**src/rtl/dice_roll_scheduler.sv**
```systemverilog
// ---------------------------------------------------------------------------
// dice_roll_scheduler
//
// Arbitrates the single roll engine between seven debounced die buttons and
// roll commands written over the I2C slave application interface. Each roll
// runs IDLE -> SPIN -> DONE -> IDLE. The finished result is held, and the
// control/status registers are exposed to the I2C bus.
//
// Ports:
//   clk, rst_n    system clock, asynchronous active-low reset
//   tick          one-cycle 32 Hz prescaler pulse (paces I2C rolls)
//   btn[6:0]      debounced button levels: d4,d6,d8,d10,d12,d20,d100
//   rw, addr      I2C phase (1 = read) and register address
//   wen, wdata    one-cycle write strobe and write data
//   rdata_used    one-cycle pulse when the slave has consumed rdata
//   rdata         registered read data (one cycle behind addr)
//   busy          roll in progress (state is not IDLE)
//   result_valid  an unread result is held
//   tens, ones    registered BCD digits of the displayed value
//
// Register map: 0x00 CTRL (W, reads back), 0x01 SPIN (R/W),
//               0x02 STATUS (R), 0x03 RESULT (R); others read 0x00.
// ---------------------------------------------------------------------------
module dice_roll_scheduler #(
    parameter logic [7:0] DEFAULT_SPIN = 8'd8
) (
    input  logic       clk,
    input  logic       rst_n,
    input  logic       tick,
    input  logic [6:0] btn,
    input  logic       rw,
    input  logic [7:0] addr,
    input  logic       wen,
    input  logic [7:0] wdata,
    input  logic       rdata_used,
    output logic [7:0] rdata,
    output logic       busy,
    output logic       result_valid,
    output logic [3:0] tens,
    output logic [3:0] ones
);

    typedef enum logic [1:0] {
        IDLE = 2'd0,
        SPIN = 2'd1,
        DONE = 2'd2
    } state_t;

    localparam logic [7:0] ADDR_CTRL   = 8'h00;
    localparam logic [7:0] ADDR_SPIN   = 8'h01;
    localparam logic [7:0] ADDR_STATUS = 8'h02;
    localparam logic [7:0] ADDR_RESULT = 8'h03;

    // Number of die faces for a select code; code 7 aliases d100.
    function automatic logic [6:0] sides(input logic [2:0] sel);
        case (sel)
            3'd0:    sides = 7'd4;
            3'd1:    sides = 7'd6;
            3'd2:    sides = 7'd8;
            3'd3:    sides = 7'd10;
            3'd4:    sides = 7'd12;
            3'd5:    sides = 7'd20;
            default: sides = 7'd100;
        endcase
    endfunction

    state_t     state_q, state_d;
    logic [7:0] ctrl_q;
    logic [7:0] spin_q;
    logic [7:0] tcnt_q;
    logic [6:0] cnt_q;
    logic [6:0] result_q;
    logic [2:0] die_q;       // die of the current/last roll; equals button index for button rolls
    logic       src_i2c_q;
    logic       pending_q;
    logic       valid_q;

    logic       grant_btn, grant_i2c;
    logic [2:0] btn_idx;
    logic [2:0] grant_die;
    logic       ctrl_wr, spin_wr, read_clear;
    logic [6:0] disp_val, disp_mod;
    logic [7:0] rdata_d;

    assign busy         = (state_q != IDLE);
    assign result_valid = valid_q;

    assign ctrl_wr    = wen && (addr == ADDR_CTRL);
    assign spin_wr    = wen && (addr == ADDR_SPIN);
    assign read_clear = rdata_used && rw && (addr == ADDR_RESULT);

    // Lowest-index pressed button wins: scan from the top so the last hit is the lowest.
    always_comb begin
        btn_idx = 3'd0;
        for (int i = 6; i >= 0; i--) begin
            if (btn[i]) btn_idx = 3'(i);
        end
    end

    assign grant_die = grant_btn ? btn_idx : ctrl_q[2:0];

    // -----------------------------------------------------------------------
    // FSM
    // -----------------------------------------------------------------------
    always_ff @(posedge clk or negedge rst_n) begin
        if (!rst_n) state_q <= IDLE;
        else        state_q <= state_d;
    end

    always_comb begin
        // NOTE: every signal driven here gets a default first; without it some
        // branch would leave a value unassigned and a latch would be inferred.
        state_d   = state_q;
        grant_btn = 1'b0;
        grant_i2c = 1'b0;
        case (state_q)
            IDLE: begin
                if (|btn) begin
                    grant_btn = 1'b1;
                    state_d   = SPIN;
                end else if (pending_q) begin
                    grant_i2c = 1'b1;
                    state_d   = SPIN;
                end
            end
            SPIN: begin
                if (src_i2c_q) begin
                    if (tick && (tcnt_q <= 8'd1)) state_d = DONE;
                end else if (!btn[die_q]) begin
                    state_d = DONE;
                end
            end
            DONE:    state_d = IDLE;
            default: state_d = IDLE;
        endcase
    end

    // -----------------------------------------------------------------------
    // Roll datapath and registers
    // -----------------------------------------------------------------------
    always_ff @(posedge clk or negedge rst_n) begin
        // NOTE: sequential state uses non-blocking assignments so every flop
        // samples pre-edge values regardless of statement order.
        if (!rst_n) begin
            ctrl_q    <= 8'h00;
            spin_q    <= DEFAULT_SPIN;
            tcnt_q    <= 8'd0;
            cnt_q     <= 7'd0;
            result_q  <= 7'd0;
            die_q     <= 3'd0;
            src_i2c_q <= 1'b0;
            pending_q <= 1'b0;
            valid_q   <= 1'b0;
        end else begin
            if (ctrl_wr) ctrl_q <= wdata;
            if (spin_wr) spin_q <= wdata;

            // Single-deep request; a start written on the grant cycle re-arms it.
            if (grant_i2c)            pending_q <= 1'b0;
            if (ctrl_wr && wdata[7])  pending_q <= 1'b1;

            if (grant_btn || grant_i2c) begin
                src_i2c_q <= grant_i2c;
                die_q     <= grant_die;
                cnt_q     <= sides(grant_die);
                tcnt_q    <= (spin_q == 8'd0) ? 8'd1 : spin_q;
            end else if (state_q == SPIN) begin
                // cnt freezes on the exit cycle so RESULT is the value seen at release.
                if (state_d == SPIN)
                    cnt_q <= (cnt_q <= 7'd1) ? sides(die_q) : cnt_q - 7'd1;
                if (src_i2c_q && tick && (tcnt_q != 8'd0))
                    tcnt_q <= tcnt_q - 8'd1;
            end

            if (state_q == DONE) result_q <= cnt_q;

            // A completing roll outranks a coincident read-clear.
            if (state_q == DONE)  valid_q <= 1'b1;
            else if (read_clear)  valid_q <= 1'b0;
        end
    end

    // -----------------------------------------------------------------------
    // Read port and display
    // -----------------------------------------------------------------------
    always_comb begin
        rdata_d = 8'h00;
        case (addr)
            ADDR_CTRL:   rdata_d = ctrl_q;
            ADDR_SPIN:   rdata_d = spin_q;
            ADDR_STATUS: rdata_d = {1'b0, die_q, src_i2c_q, valid_q, pending_q, busy};
            ADDR_RESULT: rdata_d = {1'b0, result_q};
            default:     rdata_d = 8'h00;
        endcase
    end

    // Live cnt while rolling (in DONE cnt already equals the new result).
    assign disp_val = (state_q == IDLE) ? result_q : cnt_q;
    assign disp_mod = (disp_val >= 7'd100) ? disp_val - 7'd100 : disp_val;

    always_ff @(posedge clk or negedge rst_n) begin
        if (!rst_n) begin
            rdata <= 8'h00;
            tens  <= 4'd0;
            ones  <= 4'd0;
        end else begin
            rdata <= rdata_d;
            tens  <= 4'(disp_mod / 7'd10);
            ones  <= 4'(disp_mod % 7'd10);
        end
    end

endmodule
```
**config.mk**
```make
export PLATFORM = sky130hd
export DESIGN_NAME = dice_roll_scheduler
export DESIGN_NICKNAME = d
export VERILOG_FILES = /design/src/rtl/dice_roll_scheduler.sv
export SDC_FILE = /design/constraint.sdc
export NUM_CORES = 1
export LEC_CHECK = 0
export BUFFER_PORTS_ARGS = -buffer_cell sky130_fd_sc_hd__buf_2
export CORE_MARGIN = 2
export CORE_UTILIZATION = 54
export CTS_BUF_LIST = sky130_fd_sc_hd__clkbuf_8
export DETAILED_ROUTE_END_ITERATION = 16
export GPL_ROUTABILITY_DRIVEN = 0
export PLACE_DENSITY_LB_ADDON = 0.25
export REMOVE_ABC_BUFFERS = 1
export SKIP_CTS_REPAIR_TIMING = 1
export SYNTH_ARGS = -nofsm -noshare
export SYNTH_HDL_FRONTEND = slang
export SYNTH_SLANG_ARGS = --single-unit
```
**constraint.sdc**
```tcl
create_clock -name clk -period 3.3 [get_ports clk]
set_input_delay 0.66 -clock clk [delete_from_list [all_inputs] [get_ports clk]]
set_output_delay 0.66 -clock clk [all_outputs]
set_load 0.01 [all_outputs]
```
Word level (Yosys, flattened, before mapping)
Cells that the tools add are included.

Register bits after elaboration: 62. Input bits: 29. Output and inout bits: 18. Logic and storage cells: 100.

Add/subtract/negate cells: 3. Div/mod/pow operators: 2. $lt $le $gt $ge: 4. Equal/unequal tests: 16. Multiplexer cells: 38. Reductions and logical operators: 24.

Operators by type and width (number): $pmux W7 S6 (2); $mux W7 (6); $mux W8 (4); $pmux W8 S4 (1); $mux W3 (8); $eq A8 B2 Y1 const B (2); $logic_not A8 Y1 (2); $eq A3 B2 Y1 const B (4); $eq A3 B3 Y1 const B (4); $reduce_bool A2 Y1 (6); $mux W1 (10); $mux W2 (5); $eq A8 B1 Y1 const B (1); $le A8 B1 Y1 const B (1); $logic_and A1 B1 Y1 (8); $reduce_bool A8 Y1 (1); $sub A8 B1 Y8 const B (1); $div A7 B4 Y7 const B (1); $ge A7 B7 Y1 const B (1); $le A7 B1 Y1 const B (1); $mod A7 B4 Y7 const B (1); $reduce_or A7 Y1 (1); $sub A7 B1 Y7 const B (1); $sub A7 B7 Y7 const B (1); 10 further kinds (14).

Logic depth before layout (Yosys ltp)
Depth in word-level cells: 11. Mapped depth: 16. Gate-level depth less buffers: 14.

Least setup slack after synthesis
Ideal clock, no wire load.

Path kind: reg-to-reg. Start point: register state_q[0]. End point: register ones[2]. Library setup time: 0.137 ns. Arrival time: 2.931 ns. Required time: 3.163 ns. Path slack: 0.231 ns. Stages on the path, launching flop included: 14. Path buffers: 1. Period minus slack after synthesis: 3.069 ns. Cell sequence: dfrtp_1 buf_6 or4_4 o31ai_4 a22oi_1 o31ai_1 o21ai_2 o21bai_1 xnor2_1 ha_1 o2111ai_1 o211ai_2 a221oi_2 a22oi_1.

Cells in the longest elaborated chain, start to end: 5. Elaborated cells on any way between the ends: 6. Those cells by class: add/sub: 1; div: 1; order compare: 1; mux: 2; reduce/logical: 1.

RTL lines: start: declaration (line 67) `state_t state_q, state_d;`; start signal: assignment (line 107) `else state_q <= state_d;`; $logic_not A2 Y1 * (line 198) `assign disp_val = (state_q == IDLE) ? result_q : cnt_q;`; $mux W7 * (line 198); $sub A7 B7 Y7 / $ge A7 B7 Y1 (equally long branches) (line 199) `assign disp_mod = (disp_val >= 7'd100) ? disp_val - 7'd100 : disp_val;`; $mux W7 * (line 199); $mod A7 B4 Y7 * (line 209) `ones <= 4'(disp_mod % 7'd10);`; end signal: assignment (line 209); end: declaration (line 40) `output logic [3:0] ones`.

Mark *: on every way between the ends. The rest lies on a longest branch, timed or not. A chain may end at the register's enable or synchronous reset.

Worst setup path after layout
Ends and elaborated chain as after synthesis.

==> summary.txt <==
Status
  – Status: complete, but fails checks
  – Failing checks: setup timing

Pwr
  – Sw Share: 0.4298
  – Peak VDD IR: 0.0004407 V
  – Net Switching: 1.692 mW
  – Power Dens Cells: 902.3 mW/mm2
  – Comb pwr share: 0.540
  – Pint: 2.245 mW
  – Reg power frac: 0.294
  – Clk pwr share: 0.166
  – Leakage: 2.022 nW

Detailed routing
  – Residual DRC: 0
  – Via density: 6.149
  – WL final: 8.851 mm
  – Initial DRC count: 252
  – DRT Pass-1 Iters: 5
  – WL/cell: 16.86 um
  – Post-route ant nets: 0
  – Via count: 3228

Worst setup path
  – Required time worst endpoint: 3.51 ns
  – CP startpoint: state_q[0]$_DFF_PN0_
  – Critical path buffers and inverters: 1
  – CP Max Fanout: 6
  – Crit-path cells: buf_4 -> nor3b_1 -> nor2_1 -> a41o_1 -> o31ai_2 -> o21ai_2 -> o21bai_1 -> xnor2_1 -> ha_2 -> o2111ai_2 -> o211ai_2 -> a221oi_2 -> a22oi_1
  – Startpoint Class: flop
  – Critical Path End Type: flop
  – Largest stage delay, worst path: 0.46 ns
  – R2r worst-path depth: 13
  – Cell count along the critical path: 13
  – Slowest-stage cell, CP: dfrtp_2
  – Reg2reg start: state_q[0]$_DFF_PN0_
  – Crit path kind: reg2reg
  – Cell family with most CP delay: compound AO/OA/AOI/OAI gates
  – Critical path arrival: 3.53 ns

Timing
  – Final cycle utilization of the critical path: 1.006
  – RSZ-0062 raised after global routing: true
  – Max-slew headroom: 0.3117
  – # setup viols final: 1
  – Final slew viol count: 0
  – Final Hold Viols: 0
  – Setup TNS: -0.02024 ns
  – Final worst slack: -0.02024 ns
  – Max Freq: 0.3012 GHz
  – Hold slack final: 0.2603 ns
  – Clock skew: 0.007464 ns
  – Worst-margin pin slew: 1.029 ns
  – Final Critical Period: 3.320 ns

Synthesis
  – Compound-gate portion of the synthesized area: 0.2089
  – Post-synthesis mux area share: 0.1245
  – Ys async rst share: 1.000
  – Number of flops mapped to enable cells by yosys: 0
  – Netlist cell types: 68
  – Ys flop type: dfrtp_1
  – Yosys reg bits: 62
  – XOR/XNOR Fraction of Synth Area: 0.009605
  – Post-Synthesis Cell Area: 0.003647 mm2
  – Synth Area in Adders: 0.01715
  – Leading cell types by total area after synthesis: dfrtp_1, mux4_2, mux2_2
  – Simple-Gate Fraction of Synth Area: 0.1750
  – Yosys top cell by area: dfrtp_1
  – Warning count from the yosys run: 0
  – Syn_area_per_cell: 9.778 um2
  – Post-Synthesis Cells: 373
  – Sequential fraction of the synthesis area: 0.4257
  – Largest family of logic cells by synthesized area: compound AO/OA/AOI/OAI gates
  – Synth top area share: 0.4185

Place
  – PortBufs: 46
  – Cell count after placement: 498
  – Detailed placement HPWL: 6.500 mm
  – Post-DP Area: 0.004019 mm2

GRT
  – Met3 GRT Util: 0.05619
  – Largest net degree at the start of global routing: 42
  – Initial antenna violation count: 0
  – Vias in the first global route: 2854
  – GR peak layer: met2
  – Met1 usage: 0.3411
  – First-pass GRT wire length: 13.87 mm
  – Gr usage total: 0.2406
  – GRT Residual Overflow: 0
  – M2 GR Usage: 0.3784

Die
  – Die span in y: 86.19 um
  – Initial core utilization: 0.5647
  – Top Ports: 47
  – Row cnt: 29
  – CORE AREA: 0.006459 mm2
  – DIE WIDTH: 86.19 um
  – Die ar.: 0.007428 mm2

Final layout
  – Final Non-Filler Cells: 525
  – Post-layout net count: 477
  – Post-Route Utilization: 0.6755
  – Area growth from synthesis to layout: 19.62%
  – Final Instance Area: 0.004363 mm2
  – Antenna cells: 0
  – Proportion of layout cells with a drive suffix above 1: 0.3192

CTS
  – Inserted Clock Buffers: 9
  – CTS tree: yes
  – H-Tree Depth: 3
  – CTS Sinks: 62
  – Clock buffer depth: 2
  – Clk_lat worst skew: 0.34 ns
  – Worst-path clk slew: 0.07 ns
  – CTS root buf: clkbuf_8

Hold path
  – Min-delay worst type: in2async

Flow run
  – MaxCap Viol Count: 0
[registers in the layout, summed over array words and instances (netlist names)]
signal	cells
src_i2c_q	1
rdata	8
cnt_q	7
spin_q	8
ones	4
result_valid	1
die_q	3
result_q	7
tens	4
ctrl_q	8
state_q	2
pending_q	1
tcnt_q	8
[through the flow]
stage	total power, mW	setup WS (ns)
after floorplan	2.447	-0.04024
after global placement	2.972	0.1490
after detailed placement	3.024	0.02404
after CTS	3.685	0.01618
after global routing	4.213	-0.1863
final	3.937	-0.02024
[per-layer routing]
metal,vias up,wire (um)
li1,1537,-
met1,1554,4099
met2,124,4123
met3,13,518
met4,0,109
met5,-,0
[Yosys cell counts, drive strengths merged, types with 5 or more instances]
library cell	n
a21oi	15
and3	7
buf	8
clkbuf	8
dfrtp	61
ha	5
inv	14
mux2	16
mux2i	9
mux4	8
nand2	45
nand2b	9
nand3	7
nor2	27
nor3	12
nor4	7
o211ai	8
o21ai	41
[logic make-up (layout without fill, tap and decap cells)]
logic type	count (synthesis)	count (layout)
buf+inv	30	105
fa+ha+maj	5	5
compound gates	109	109
mux	33	33
simple gates	130	130
xor+xnor	4	4
flops	62	62
[cells in the final DEF, fill, tap and decap left out, types with 3 or more instances in the layout]
cell	n
nor3_1	11
buf_2	46
xnor2_1	3
o21ai_1	7
o211ai_1	7
clkbuf_8	9
buf_4	27
nand2_1	45
a31oi_1	4
nand3_1	7
ha_1	4
dfrtp_1	58
mux2_2	15
mux4_2	8
nor2b_1	4
mux2i_1	8
nor2_1	25
o21ai_0	31
nor4_1	6
and3_1	7
o21a_1	3
nand2b_1	9
a21oi_1	15
inv_1	13
dfrtp_2	3
[final timing paths]
path / to / slack [ns]
hold / removal: ctrl_q[6]$_DFFE_PN0P_ / 0.26
max in group asynchronous: state_q[0]$_DFF_PN0_ / 2.11
min in group clk: tcnt_q[6]$_DFFE_PN0P_ / 0.49
setup / recovery: ones[2]$_DFF_PN0_ / -0.02
hold reg to reg: tcnt_q[6]$_DFFE_PN0P_ / 0.49
setup reg to reg: ones[2]$_DFF_PN0_ / -0.02
[cell type report]
class	count	area (um2)
Fill cell	515	2096
Multi-Input combinational cell	281	2008
Sequential cell	62	1556
Timing Repair Buffer	75	449.2
Clock buffer	9	123.9
Tap cell	77	96.34
Clock inverter	7	73.82
Inverter	14	55.05
[worst register-to-register path, delay by kind of cell, from the launching register on]
family,cells,cell delay (ns)
flops,1,0.46
compound gates,8,1.63
simple gates,2,0.59
buf+inv,1,0.16
xor+xnor,1,0.14
fa+ha+maj,1,0.22
[power by group through the flow]
stage / clock network (mW) / logic [mW] / registers, mW
after global routing: 0.698 / 2.33 / 1.18
after detailed placement: 0 / 1.87 / 1.15
final: 0.652 / 2.13 / 1.16
after floorplan: 0 / 1.32 / 1.13
after CTS: 0.665 / 1.88 / 1.14
after global placement: 0 / 1.82 / 1.15
Note: power is estimated with default switching activity, not from simulation.
